[src/rtl/io_write_scheduler.sv]
// io_write_scheduler: shares the output-port write bus between a buffered CPU
// store path and an unbuffered auxiliary master. CPU writes are queued in a
// small FIFO and arbitrated round-robin against the auxiliary master. An
// optional idle gap follows each issued write.
//
// state  | meaning
// IDLE   | bus free, arbitrate on every edge
// ISSUE  | write strobe high this cycle
// WAIT   | forced idle gap after a write, gap_q counts down
module io_write_scheduler #(
    parameter int DEPTH = 4,
    parameter int GAP   = 0
) (
    input  logic                    io_clk_i,
    input  logic                    reset_i,
    input  logic                    cpu_req_i,
    input  logic [31:0]             cpu_addr_i,
    input  logic [31:0]             cpu_data_i,
    output logic                    cpu_ready_o,
    input  logic                    aux_req_i,
    input  logic [31:0]             aux_addr_i,
    input  logic [31:0]             aux_data_i,
    output logic                    aux_ack_o,
    output logic [31:0]             io_addr_o,
    output logic [31:0]             io_data_o,
    output logic                    write_io_enable_o,
    output logic                    busy_o,
    output logic [$clog2(DEPTH):0]  fifo_count_o
);

    localparam int PW = $clog2(DEPTH);
    localparam int CW = PW + 1;
    localparam logic [CW-1:0] FULL_COUNT = CW'(DEPTH);
    localparam logic [2:0]    GAP_LOAD   = (GAP > 0) ? 3'(GAP - 1) : 3'd0;

    typedef enum logic [1:0] {ST_IDLE, ST_ISSUE, ST_WAIT} state_t;
    typedef enum logic {GNT_CPU, GNT_AUX} grant_t;

    state_t          state_q, state_d;
    grant_t          last_q, last_d;
    logic [2:0]      gap_q, gap_d;
    logic [PW-1:0]   wr_ptr_q, wr_ptr_d, rd_ptr_q, rd_ptr_d;
    logic [CW-1:0]   count_q, count_d;
    logic [31:0]     io_addr_q, io_addr_d, io_data_q, io_data_d;
    logic            wen_q, wen_d, ack_q, ack_d;
    logic [31:0]     mem_addr_q [DEPTH];
    logic [31:0]     mem_data_q [DEPTH];

    logic            push, pop, decide, cpu_elig, aux_elig, grant_cpu, grant_aux;

    assign cpu_ready_o       = (count_q < FULL_COUNT);
    assign aux_ack_o         = ack_q;
    assign io_addr_o         = io_addr_q;
    assign io_data_o         = io_data_q;
    assign write_io_enable_o = wen_q;
    assign fifo_count_o      = count_q;
    assign busy_o            = (count_q != '0) || (state_q != ST_IDLE);

    // Eligibility and round-robin arbitration. The last WAIT cycle doubles as a
    // decision edge so that back-to-back writes are exactly 1+GAP cycles apart.
    always_comb begin
        push      = cpu_req_i && cpu_ready_o;
        cpu_elig  = (count_q != '0);
        aux_elig  = aux_req_i && !ack_q;
        decide    = (state_q == ST_IDLE) ||
                    ((state_q == ST_ISSUE) && (GAP == 0)) ||
                    ((state_q == ST_WAIT) && (gap_q == 3'd0));
        grant_cpu = 1'b0;
        grant_aux = 1'b0;
        if (decide) begin
            if (cpu_elig && aux_elig) begin
                grant_cpu = (last_q == GNT_AUX);
                grant_aux = (last_q == GNT_CPU);
            end else begin
                grant_cpu = cpu_elig;
                grant_aux = aux_elig;
            end
        end
        pop = grant_cpu;
    end

    // FIFO pointer and occupancy update; a refused push never moves wr_ptr.
    always_comb begin
        wr_ptr_d = wr_ptr_q;
        rd_ptr_d = rd_ptr_q;
        count_d  = count_q;
        if (push) wr_ptr_d = wr_ptr_q + 1'b1;
        if (pop)  rd_ptr_d = rd_ptr_q + 1'b1;
        case ({push, pop})
            2'b10:   count_d = count_q + 1'b1;
            2'b01:   count_d = count_q - 1'b1;
            default: count_d = count_q;
        endcase
    end

    // Next state, bus outputs and gap counter.
    always_comb begin
        state_d   = state_q;
        last_d    = last_q;
        gap_d     = gap_q;
        io_addr_d = io_addr_q;
        io_data_d = io_data_q;
        wen_d     = 1'b0;
        ack_d     = 1'b0;
        if (grant_cpu || grant_aux) begin
            state_d = ST_ISSUE;
            wen_d   = 1'b1;
            ack_d   = grant_aux;
            if (grant_aux) begin
                io_addr_d = aux_addr_i;
                io_data_d = aux_data_i;
                last_d    = GNT_AUX;
            end else begin
                io_addr_d = mem_addr_q[rd_ptr_q];
                io_data_d = mem_data_q[rd_ptr_q];
                last_d    = GNT_CPU;
            end
        end else begin
            case (state_q)
                ST_ISSUE: begin
                    if (GAP == 0) begin
                        state_d = ST_IDLE;
                    end else begin
                        state_d = ST_WAIT;
                        gap_d   = GAP_LOAD;
                    end
                end
                ST_WAIT: begin
                    if (gap_q == 3'd0) state_d = ST_IDLE;
                    else               gap_d   = gap_q - 1'b1;
                end
                default: state_d = ST_IDLE;
            endcase
        end
    end

    // State registers; reset discards queued entries by clearing pointers.
    always_ff @(posedge io_clk_i or posedge reset_i) begin
        if (reset_i) begin
            state_q   <= ST_IDLE;
            last_q    <= GNT_AUX;
            gap_q     <= 3'd0;
            wr_ptr_q  <= '0;
            rd_ptr_q  <= '0;
            count_q   <= '0;
            io_addr_q <= 32'd0;
            io_data_q <= 32'd0;
            wen_q     <= 1'b0;
            ack_q     <= 1'b0;
        end else begin
            state_q   <= state_d;
            last_q    <= last_d;
            gap_q     <= gap_d;
            wr_ptr_q  <= wr_ptr_d;
            rd_ptr_q  <= rd_ptr_d;
            count_q   <= count_d;
            io_addr_q <= io_addr_d;
            io_data_q <= io_data_d;
            wen_q     <= wen_d;
            ack_q     <= ack_d;
        end
    end

    // FIFO storage, written on accepted pushes only.
    always_ff @(posedge io_clk_i) begin
        if (push) begin
            mem_addr_q[wr_ptr_q] <= cpu_addr_i;
            mem_data_q[wr_ptr_q] <= cpu_data_i;
        end
    end

endmodule
[config.mk]
export PLATFORM = sky130hd
export DESIGN_NAME = io_write_scheduler
export DESIGN_NICKNAME = d
export VERILOG_FILES = /design/src/rtl/io_write_scheduler.sv
export SDC_FILE = /design/constraint.sdc
export NUM_CORES = 1
export LEC_CHECK = 0
export ABC_AREA = 1
export CAP_MARGIN = 15
export CORE_AREA = 5 5 193 195
export DETAILED_ROUTE_END_ITERATION = 6
export DIE_AREA = 0 0 198 200
export GPL_TIMING_DRIVEN = 0
export HOLD_SLACK_MARGIN = 0.15
export PLACE_DENSITY = 0.62
export REMOVE_ABC_BUFFERS = 1
export SYNTH_ARGS = -nofsm -noshare
export SYNTH_HDL_FRONTEND = slang
export SYNTH_SLANG_ARGS = --single-unit
[constraint.sdc]
create_clock -name io_clk_i -period 4.4 [get_ports io_clk_i]
set_clock_uncertainty 0.1 [all_clocks]
set_input_delay 1.1 -clock io_clk_i [delete_from_list [all_inputs] [get_ports io_clk_i]]
set_output_delay 1.1 -clock io_clk_i [all_outputs]
set_load 0.1 [all_outputs]
# == Yosys cells after proc, flatten, opt, wreduce, memory -nomap -nowiden ==
# Memories as Yosys holds them, arrays and structs flattened.
# Index checks and enable logic that the tools add are counted.
# totals
register_bits,79
ram_bits,256
in_bits,132
out_inout_bits,71
elab_cells,56
memories,2
# op_classes
n_addsub,5
n_lt_le_gt_ge,1
n_eq_ne,5
muxes,15
bitwise_logic,3
n_reduce_logical,15
# memory_table
memory,depth,word_bits,rd,rd_ports_with_merged_regs,write_ports,line_no,source
mem_addr_q,4,32,1,0,1,46,logic [31:0] mem_addr_q [DEPTH];
mem_data_q,4,32,1,0,1,47,logic [31:0] mem_data_q [DEPTH];
# ops
op,n
32-bit two-way mux,2
1-bit two-way mux,9
2-bit two-way mux,3
3-bit case mux with 2 select lines,1
3-bit by 1-bit subtractor with 3-bit output (second input constant),2
2-bit by 1-bit adder with 2-bit output (second input constant),2
2-bit by 1-bit == test with 1-bit output (second input constant),2
2-bit == test (second input constant),2
1-bit logical AND,4
1-bit logical OR,4
2-bit nonzero test,2
3-bit by 1-bit adder with 3-bit output (second input constant),1
3-bit zero test,1
3-bit < comparator (second input constant),1
3-bit by 1-bit != test with 1-bit output (second input constant),1
1-bit NOT,3
3-bit AND reduction,1
3-bit nonzero test,1
2-bit zero test,1
1-bit zero test,1

# == Logic depth before layout (Yosys ltp) ==
# Gate-level depths: netlist of the first run.
# depth
ltp_word,8
mapped_depth,11
depth_no_buf,10

# == Worst setup path after synthesis of the first run ==
# OpenSTA, ideal clock, no wires.
# synth_path
kind,reg-to-reg
from,"register count_q[2], in the netlist fifo_count_o[2]"
to,memory mem_addr_q[0][0] (enable)
setup_time_ns,0.487
arrival_time_ns,4.328
required_ns,3.813
path_slack_ns,-0.514
path_stages_with_launch,4
n_path_buf,0
synth_period_minus_slack_ns,4.914
cell_sequence,dfrtp_1 > inv_2 > nand2_1 > nor2_1
# synth_via
elab_chain_len,4
# synth_rtl
element,line_no,source
"start, declared",43,"logic [CW-1:0] count_q, count_d;"
"start signal, assigned",156,count_q <= count_d;
3-bit < comparator,51,assign cpu_ready_o = (count_q < FULL_COUNT);
via cpu_ready_o,19,"output logic cpu_ready_o,"
1-bit logical AND,62,push = cpu_req_i && cpu_ready_o;
1-bit two-way mux,166,if (push) begin
1-bit two-way mux (implied by the code),167,mem_addr_q[wr_ptr_q] <= cpu_addr_i;
"end, declared",46,
# The timed path passes the listed nets, and every way through them passes these cells.

# == Final worst setup path of the first run ==
# layout_path
from,"register count_q[0], in the netlist fifo_count_o[0]"
to,output port busy_o
# layout_via
elab_chain_len,2
# layout_rtl
element,line_no,source
3-bit nonzero test,57,assign busy_o = (count_q != '0) || (state_q != ST_IDLE);
1-bit logical OR,57,
"end, declared",27,"output logic busy_o,"
# Every way passes these cells.

==> results of run 1 <==
-- per-layer routing --
layer	up-vias	share of wire, %	GRT usage, %
li1	4740	-	-
met1	4512	43	21.3
met2	206	51	30.3
met3	44	5.4	3.68
met4	4	1.4	3.34
met5	-	0.10	0
-- cells by family after synthesis --
group	count (synthesis)	synth area share (%)
buf+inv	244	7.36
xor+xnor	4	0.252
fa+ha+maj	6	0.595
simple gates	662	19.5
flops	330	68.7
compound gates	99	3.57
-- critical path: stages (launching register included) --
cell,delay (ps)
dfrtp_1,430
nor2_2,150
nand2_2,130
or2_2,300
clkdlybuf4s50_1,970
-- flip-flops by register name (all words and copies together), names as in the netlist --
signal / cells
mem_addr_q: 128
mem_data_q: 128
io_addr_o: 32
io_data_o: 32
fifo_count_o: 3
rd_ptr_q: 2
wr_ptr_q: 2
aux_ack_o: 1
last_q: 1
state_q: 1
-- per-stage QoR --
step / instances / total power, mW / setup slack, ps / util, % / cell area [sq um]
6_report: 2018 / 14.1 / 723 / 50.6 / 17800
5_1_grt: 2018 / 14.9 / 629 / 50.6 / 17800
4_1_cts: 2018 / 14.3 / 681 / 50.6 / 17800
3_5_place_dp: 1953 / 11.1 / 695 / 47.0 / 16500
3_3_place_gp: 1937 / 11.0 / -3580 / 45.7 / 16100
2_1_floorplan: 1274 / 9.06 / -514 / - / 13500
-- cell usage in the layout (no fill, tap or decap), types with 32 or more instances in the layout --
cell and count:
nand2_1 455, edfxtp_1 256, clkdlybuf4s50_1 202, inv_1 168
nand3_1 163, dfrtp_1 71, o21ai_0 67, clkbuf_16 37
nor2_1 34, a21oi_1 32
-- power by group through the flow --
stage | Sequential, mW | Clock (mW) | Combinational [mW]
global route | 4.60 | 3.43 | 6.92
detailed placement | 4.58 | 0 | 6.49
finish | 4.52 | 3.19 | 6.39
floorplan | 6.91 | 0 | 2.14
global placement | 4.80 | 0 | 6.19
CTS | 4.52 | 3.28 | 6.50
-- worst max-delay path by stage --
stage	to	cells past startpoint
floorplan	mem_addr_q[0][0]	3
global placement	io_addr_o[30]	7
detailed placement	fifo_count_o[2]	10
CTS	busy_o	4
global route	busy_o	4
finish	busy_o	4
-- layout make-up --
| cell class | count | share of cell area [%] |
|---|---|---|
| clock buffers | 46 | 5.56 |
| clock inverters | 19 | 1.59 |
| inverters | 173 | 3.69 |
| multi-input cells | 771 | 18.9 |
| flip-flops and latches | 330 | 53.6 |
| well taps | 461 | 3.24 |
| repair buffers | 218 | 13.4 |
==> metrics.md, run 1 <==
| Metric | Value |
|---|---|
| Status | `completed` |
| Core Region | `35,200 sq um` |
| Die Span Y | `roughly 200 microns` |
| CTS tree | `done` |
| Leak pwr | `between 7 and 8 nW` |
| Clk_lat worst skew | `approximately 500 ps` |
| Hold Path Sink | `last_q` |
| Drt initial violations | `439` |
| Die area | `39,600 sq um` |
| CTS Buffer Depth | `3` |
| Antenna diodes | `0` |
| Fin. Hold Viols | `0` |
| Detailed placer's ending HPWL | `~20,000 microns` |
| Yosys reg bits | `330` |
| Final GP Congestion | `0.669` |
| Net Sw Power | `about 6.3 mW` |
| Clock-pin slew on the worst setup and hold paths | `around 60 ps` |
| Multi-input logic area | `roughly 3400 sq um` |
| Commonest cells post-synth | `nand2_1 (456), edfxtp_1 (256), inv_1 (169)` |
| Clk Tree Root Cell | `clkbuf_16` |
| Hold Path Depth | `2` |
| Routed WL | `approximately 33,000 microns` |
| Antenna-violating nets left | `0` |
| Drt pass-1 iters | `6` |
| Worst r2r src | `rd_ptr_q[0]` |
| Hold Path Origin | `last_q` |
| Crit path arrival time | `2480 ps` |
| Int Pwr | `a little under 8 mW` |
| Via Count | `9,506` |
| CTS buffer count | `37` |
| WS Path Type | `register to output port` |
| Sw Share | `between 40% and 50%` |
| Post-Syn Area | `~14,000 sq um` |
| # resized after CTS | `0` |
| Seq/Total Area, Yosys | `roughly 70%` |
| CP max FO | `4` |
| Remaining global-route overflow | `0` |
| Initial antenna violation count | `2` |
| Initial cell density of the core | `between 30% and 40%` |
| Layout overhead on the synthesized area | `28.3%` |
| Die X | `around 200 microns` |
| Hold crit path type | `register to register` |
| RSZ-0062 raised after global routing | `false` |
| Setup repair bufs after CTS | `0` |
| Post-cts hold buffer count | `0` |
| Via-to-Cell Ratio | `between 4 and 5` |
| Number of synthesized flops with an enable pin | `~260` |
| Post-synthesis cell count | `1,345` |
| Port Buffers | `202` |
| Count leader, synth | `nand2_1` |
| Sequential Power Share | `about a third` |
| Reg2Reg Depth | `8` |
| Remaining DRCs | `0` |
| Top_reg_cell synth | `edfxtp_1` |
| CP Data Required Time | `around 3200 ps` |
| First-pass GRT wire length | `52,600 microns` |
| Setup Viol. Count Final | `0` |
| Comb power frac | `between 40 and 50%` |
| CTS H-tree lvls | `2` |
| Fin crit period | `~3700 ps` |
| Cell Pwr Density | `between 700 and 800 nW/um^2` |
| R2r setup slk | `~1600 ps` |
| Count of different cell masters after synthesis | `23` |
| Syn Area/Cell | `between 10 and 15 sq um` |
| Worst Hold Slack | `just over 400 ps` |
| Synth top area cells | `edfxtp_1 (55%), dfrtp_1 (13%), nand2_1 (12%)` |
| Fmax | `272 MHz` |
| Max Cap Violations | `0` |
| FF-to-FF End | `io_data_o[2]` |
| Mean routed wirelength per cell | `between 15 and 20 microns` |
| Clock share of power | `a little under a quarter` |
| Nets | `roughly 1,700` |
| Largest net degree at the start of global routing | `82` |
| Top cell type's share of synthesized area | `55.4%` |
| Peak supply drop | `526 uV` |
| Final worst path period share | `a little over four fifths` |
| Capturing element type of the critical path | `output port` |
| Ys Warns | `0` |
| Final count of pins violating max slew | `0` |
| Max_slew headroom | `around 28%` |
| I/O pin count | `approximately 200` |
| Global Route Usage Sum | `about 17%` |
| FFs w/ async S/R, synth | `between 20 and 25%` |
| CTS sink cnt | `between 300 and 400` |
| Dominant cell type by area after synthesis | `edfxtp_1` |
| Critical path origin | `fifo_count_o[0]` |
| FP Rows | `about 70` |
| Vias in the first global route | `slightly below 10,000` |
| Reg area | `~9500 sq um` |
| Final TNS setup | `0 ps` |
| Share of layout cells above drive strength 1 | `5.72%` |
| Startpoint Class | `register` |
| Fillers | `roughly 3,100` |
| Worst Tran Pin Value | `~1100 ps` |
(Power assumes the default switching activity.)
==> inputs of run 2 (changes only) <==
- clock period: 4.4 -> 3.5 ns (I/O delays scaled with it)
==> run 2 against run 1 <==
Effect of this change: critical path depth fell by 2; die area stayed put; clock power rose by 26%; sequential power grew 25%; worst hold slack hardly changed; sequential cell count unchanged; non-clock buffer count did not move; routed wire length about the same; combinational power increased by 26%; cell count did not move; critical endpoint is now cpu_ready_o.
==> metrics.md, run 2 (same netlist as run 1, synthesis figures left out) <==
| Metric | Value |
|---|---|
| Final worst path period share | `between 80% and 90%` |
| CTS Buffer Depth | `3` |
| Initial antenna violation count | `2` |
| Capturing element type of the critical path | `output port` |
| CTS buffer count | `37` |
| Final Power | `roughly 18 mW` |
| CTS tree | `done` |
| Hold Path Sink | `last_q` |
| Reg2Reg Depth | `8` |
| Hold Path Origin | `last_q` |
| Initial cell density of the core | `between 30 and 40%` |
| Vias in the first global route | `slightly below 10,000` |
| I/O pin count | `roughly 200` |
| FF-to-FF End | `io_data_o[2]` |
| Crit path arrival time | `roughly 2100 ps` |
| Hold crit path type | `register to register` |
| Int Pwr | `~10 mW` |
| Startpoint Class | `register` |
| Setup repair bufs after CTS | `0` |
| R2r setup slk | `a little under 700 ps` |
| Fin worst setup slack | `between 400 and 500 ps` |
| Comb power frac | `a little under half` |
| Leading cell type in the layout, fill and taps excluded | `nand2_1` |
| Remaining DRCs | `0` |
| Antenna-violating nets left | `0` |
| First-pass GRT wire length | `52,600 microns` |
| Port Buffers | `a little over 200` |
| Remaining global-route overflow | `0` |
| Cell Pwr Density | `slightly below 1000 nW/um^2` |
| Setup Viol. Count Final | `0` |
| Sequential Power Share | `32.0%` |
| WS Path Type | `register to output port` |
| Hold Path Depth | `2` |
| Final count of pins violating max slew | `0` |
| Die area | `roughly 40,000 sq um` |
| Clock-pin slew on the worst setup and hold paths | `60 ps` |
| CP Cell Sequence | `inv_2 -> clkdlybuf4s50_1` |
| Max_slew headroom | `between 20% and 30%` |
| Layout overhead on the synthesized area | `28.3%` |
| Detailed placer's ending HPWL | `between 20,000 and 25,000 microns` |
| Pre-CTS WS | `about 20 ps` |
| Fin crit period | `3090 ps` |
| Most frequent cells in the layout | `nand2_1 (455), edfxtp_1 (256), clkdlybuf4s50_1 (201)` |
| RSZ-0062 raised after global routing | `false` |
| Drt pass-1 iters | `6` |
| Antenna diodes | `0` |
| Clk Tree Root Cell | `clkbuf_16` |
| Final GP Congestion | `between 0.6 and 0.7` |
| Clk_lat worst skew | `500 ps` |
| Die X | `between 150 and 200 microns` |
| Max Cap Violations | `0` |
| Largest net degree at the start of global routing | `82` |
| Fillers | `between 3,000 and 4,000` |
| Share of layout cells above drive strength 1 | `5.72%` |
| Fmax | `approximately 320 MHz` |
| CP peak stage delay | `~1100 ps` |
| CTS sink cnt | `330` |
| Via-to-Cell Ratio | `between 4 and 5` |
| Net Sw Power | `approximately 8 mW` |
| Mean routed wirelength per cell | `16.5 microns` |
| Global Route Usage Sum | `roughly 17%` |
| Drt initial violations | `440` |
| Leak pwr | `~7.5 nW` |
| Reg area | `roughly 9500 sq um` |
| CP Data Required Time | `approximately 2500 ps` |
| Largest registers | `mem_addr_q (128), mem_data_q (128)` |
| Worst Tran Pin Value | `1070 ps` |
| Routed WL | `33,400 microns` |
| Nets | `around 1,700` |
| FP Rows | `69` |
| CP max FO | `4` |
| Die Span Y | `~200 microns` |
| Via Count | `roughly 9,500` |
| Peak supply drop | `approximately 660 uV` |
| Worst r2r src | `rd_ptr_q[0]` |
| Inst Count DP | `around 2,000` |
| Final TNS setup | `0 ps` |
| Non-Filler Instances | `2,018` |
| Sw Share | `roughly 45%` |
| Slowest cell on the critical path | `clkdlybuf4s50_1` |
| Status | `completed` |
| Fin. Hold Viols | `0` |
| Multi-input logic area | `between 3000 and 4000 sq um` |
| Clock share of power | `between 20 and 25%` |
| CTS H-tree lvls | `2` |
| Core Region | `between 30,000 and 40,000 sq um` |
[run 2: area by class of cell]
| class | instances | share of cell area (%) |
|---|---|---|
| well taps | 461 | 3.24 |
| multi-input cells | 771 | 18.9 |
| inverters | 173 | 3.69 |
| clock inverters | 19 | 1.59 |
| flip-flops and latches | 330 | 53.6 |
| repair buffers | 218 | 13.5 |
| clock buffers | 46 | 5.56 |
[run 2: per-layer routing]
metal / part of all wire [%] / track usage [%]
met5: 0.10 / 0
met4: 1.4 / 3.34
met3: 5.6 / 3.68
met2: 51 / 30.3
met1: 42 / 21.3
[run 2: worst max path at each step]
stage / start / endpoint / slack [ps]
after floorplan: fifo_count_o[2] / mem_addr_q[0][0] / -1410
after global placement: rd_ptr_q[0] / io_addr_o[30] / -4480
after detailed placement: aux_req_i / fifo_count_o[2] / 20
after CTS: fifo_count_o[0] / busy_o / 6
after global routing: fifo_count_o[2] / cpu_ready_o / 330
final: fifo_count_o[2] / cpu_ready_o / 410
[run 2: per-stage QoR]
| stage | hold slack, ps | instance area [sq um] | util [%] |
|---|---|---|---|
| floorplan | 373 | 13500 | - |
| CTS | 410 | 17800 | 50.6 |
| global placement | 388 | 16100 | 45.7 |
| detailed placement | 393 | 16500 | 47.0 |
| global route | 431 | 17800 | 50.6 |
| finish | 407 | 17800 | 50.6 |
[run 2: power by group through the flow]
stage,Sequential (mW),Clock (mW),Combinational (mW)
3_3_place_gp,6.03,0,7.77
4_1_cts,5.69,4.13,8.18
5_1_grt,5.78,4.31,8.69
6_report,5.67,4.02,8.04
3_5_place_dp,5.75,0,8.15
2_1_floorplan,8.69,0,2.70
[run 2: worst max-delay path: cells and delay by family, from the launching register on]
family,cells,cell delay [ps]
buffers and inverters,2,1230
flip-flops,1,380
[run 2: what timing repair did]
item                       in CTS  in global routing
hold buffers                    0                  0
resized for setup               0                  1
setup endpoints to repair       0                  1
==> inputs of run 3 (changes only) <==
- DONT_BUFFER_PORTS: not set -> 1
- PLACE_DENSITY: 0.62 -> 0.55
==> run 3 against run 2 <==
Effect of this change: die area stayed put; routed wire length is 1.5% lower; design area is 12% lower; fmax is 6.5% lower; highest routed layer is now met4; critical path depth is 1 higher; register-to-register slack worse by 470 ps; cell count is 10% lower; clock-buffer cell count is 6 higher.
==> metrics.md, run 3 (same netlist as run 1, synthesis figures left out) <==
| Metric | Value |
|---|---|
| CTS H-tree lvls | `2` |
| Status | `completed` |
| CTS Buffer Depth | `3` |
| Die X | `198 microns` |
| Final Power | `approximately 16 mW` |
| Via Count | `between 8,000 and 9,000` |
| Crit path arrival time | `2330 ps` |
| Final worst path period share | `between 90% and 100%` |
| Largest registers | `mem_addr_q (128), mem_data_q (128)` |
| Port Buffers | `0` |
| WS Path Type | `register to output port` |
| Capturing element type of the critical path | `output port` |
| Fillers | `3,252` |
| Clk_lat worst skew | `510 ps` |
| CTS tree | `done` |
| Vias in the first global route | `8,624` |
| Final count of pins violating max slew | `0` |
| Largest net degree at the start of global routing | `70` |
| CTS buffer count | `36` |
| CP Data Required Time | `approximately 2500 ps` |
| Global Route Usage Sum | `around 16%` |
| Routed WL | `about 33,000 microns` |
| Inst Count DP | `around 1,800` |
| Setup repair bufs after CTS | `0` |
| Antenna-violating nets left | `0` |
| Worst Tran Pin Value | `just over 1000 ps` |
| Clk Tree Root Cell | `clkbuf_16` |
| Leading cell type in the layout, fill and taps excluded | `nand2_1` |
| Die area | `just under 40,000 sq um` |
| Slowest cell on the critical path | `dfrtp_2` |
| Share of layout cells above drive strength 1 | `5.91%` |
| Via-to-Cell Ratio | `slightly below 5` |
| Cell Pwr Density | `1040 nW/um^2` |
| First-pass GRT wire length | `a little over 50,000 microns` |
| Post-cts hold buffer count | `0` |
| CP max FO | `4` |
| Setup Viol. Count Final | `0` |
| Fin. Hold Viols | `0` |
| Antenna diodes | `0` |
| Fin worst setup slack | `slightly below 200 ps` |
| Initial antenna violation count | `0` |
| Startpoint Class | `register` |
| Nets | `approximately 1,500` |
| Core Region | `roughly 35,000 sq um` |
| I/O pin count | `203` |
| Fmax | `around 300 MHz` |
| CTS sink cnt | `330` |
| Leak pwr | `6.65 nW` |
| Layout overhead on the synthesized area | `12.5%` |
| Initial cell density of the core | `between 30 and 40%` |
| CP Cell Sequence | `inv_2 -> nand2_2 -> or2_2` |
| Detailed placer's ending HPWL | `about 19,000 microns` |
| Drt pass-1 iters | `4` |
| Max Cap Violations | `0` |
| RSZ-0062 raised after global routing | `false` |
| Mean routed wirelength per cell | `about 18 microns` |
| CP peak stage delay | `roughly 600 ps` |
| Max_slew headroom | `32.5%` |
| Most frequent cells in the layout | `nand2_1 (455), edfxtp_1 (256), inv_1 (168)` |
| Peak supply drop | `1550 uV` |
| Drt initial violations | `348` |
| Remaining global-route overflow | `0` |
| Remaining DRCs | `0` |
| Die Span Y | `around 200 microns` |
| Pre-CTS WS | `-147 ps` |
| Fin crit period | `~3300 ps` |
| Non-Filler Instances | `between 1,500 and 2,000` |
| FP Rows | `69` |
| Clock-pin slew on the worst setup and hold paths | `60 ps` |
| Hold crit path type | `input pin to async pin` |
| Final GP Congestion | `just under 0.7` |
-- run 3: changes by cell type in the layout (fill, tap and decap cells not counted), moves of 2 or more --
cell / change
bufinv_16: -6
clkbuf_1: +6
clkdlybuf4s50_1: -201
clkinv_1: +2
clkinvlp_4: -2
-- run 3: cell type report --
cell class                      count  area, sq um  area share [%]
Clock buffer                       52         1010            6.48
Clock inverter                     10         70.1           0.449
Inverter                          173          657            4.21
Multi-Input combinational cell    771         3360            21.5
Sequential cell                   330         9550            61.1
Tap cell                          461          577            3.69
Timing Repair Buffer               17          393            2.52
-- run 3: critical path, delay by kind of cell, from the launching register on --
kind | cells | cell delay, ps
buf+inv | 1 | 490
flops | 1 | 600
simple gates | 2 | 720
-- run 3: timing repair --
item                                    CTS  global route
resized for setup                         1             0
endpoints found under the setup margin   53             0
hold endpoints to repair                  0             0
-- run 3: power by group --
group	total [mW]	switching, mW	internal [mW]
Combinational	4.09	2.77	1.32
Sequential	8.70	3.61	5.09
Clock	3.53	1.45	2.07
-- run 3: metrics by stage --
step / setup TNS (ps) / util [%] / area, sq um / hold slack, ps
3_3_place_gp: -1458360 / 40.0 / 14100 / 387
2_1_floorplan: -421210 / - / 13500 / 373
5_1_grt: 0 / 44.3 / 15600 / 202
4_1_cts: 0 / 44.3 / 15600 / 174
6_report: 0 / 44.3 / 15600 / 175
3_5_place_dp: -2110 / 41.3 / 14500 / 414
-- run 3: per-layer routing --
| layer | track usage, % | share of wire (%) | up-vias |
|---|---|---|---|
| met5 | 0 | 0 | - |
| met4 | 4.08 | 1.9 | 0 |
| met3 | 4.25 | 6.5 | 46 |
| met2 | 27.3 | 48 | 205 |
| met1 | 22.0 | 44 | 4166 |
| li1 | - | - | 4325 |
-- run 3: worst paths after layout --
check                           startpoint           endpoint  slack [ps]  cells past startpoint
setup reg to reg                 aux_ack_o    fifo_count_o[2]         220                     10
hold / removal                     reset_i      io_addr_o[31]         170                      1
setup / recovery           fifo_count_o[2]             busy_o         200                      3
hold reg to reg                     last_q             last_q         420                      2
max in group asynchronous          reset_i       io_data_o[4]        2490                      2
min in group io_clk_i       cpu_addr_i[19]  mem_addr_q[0][19]         350                      0
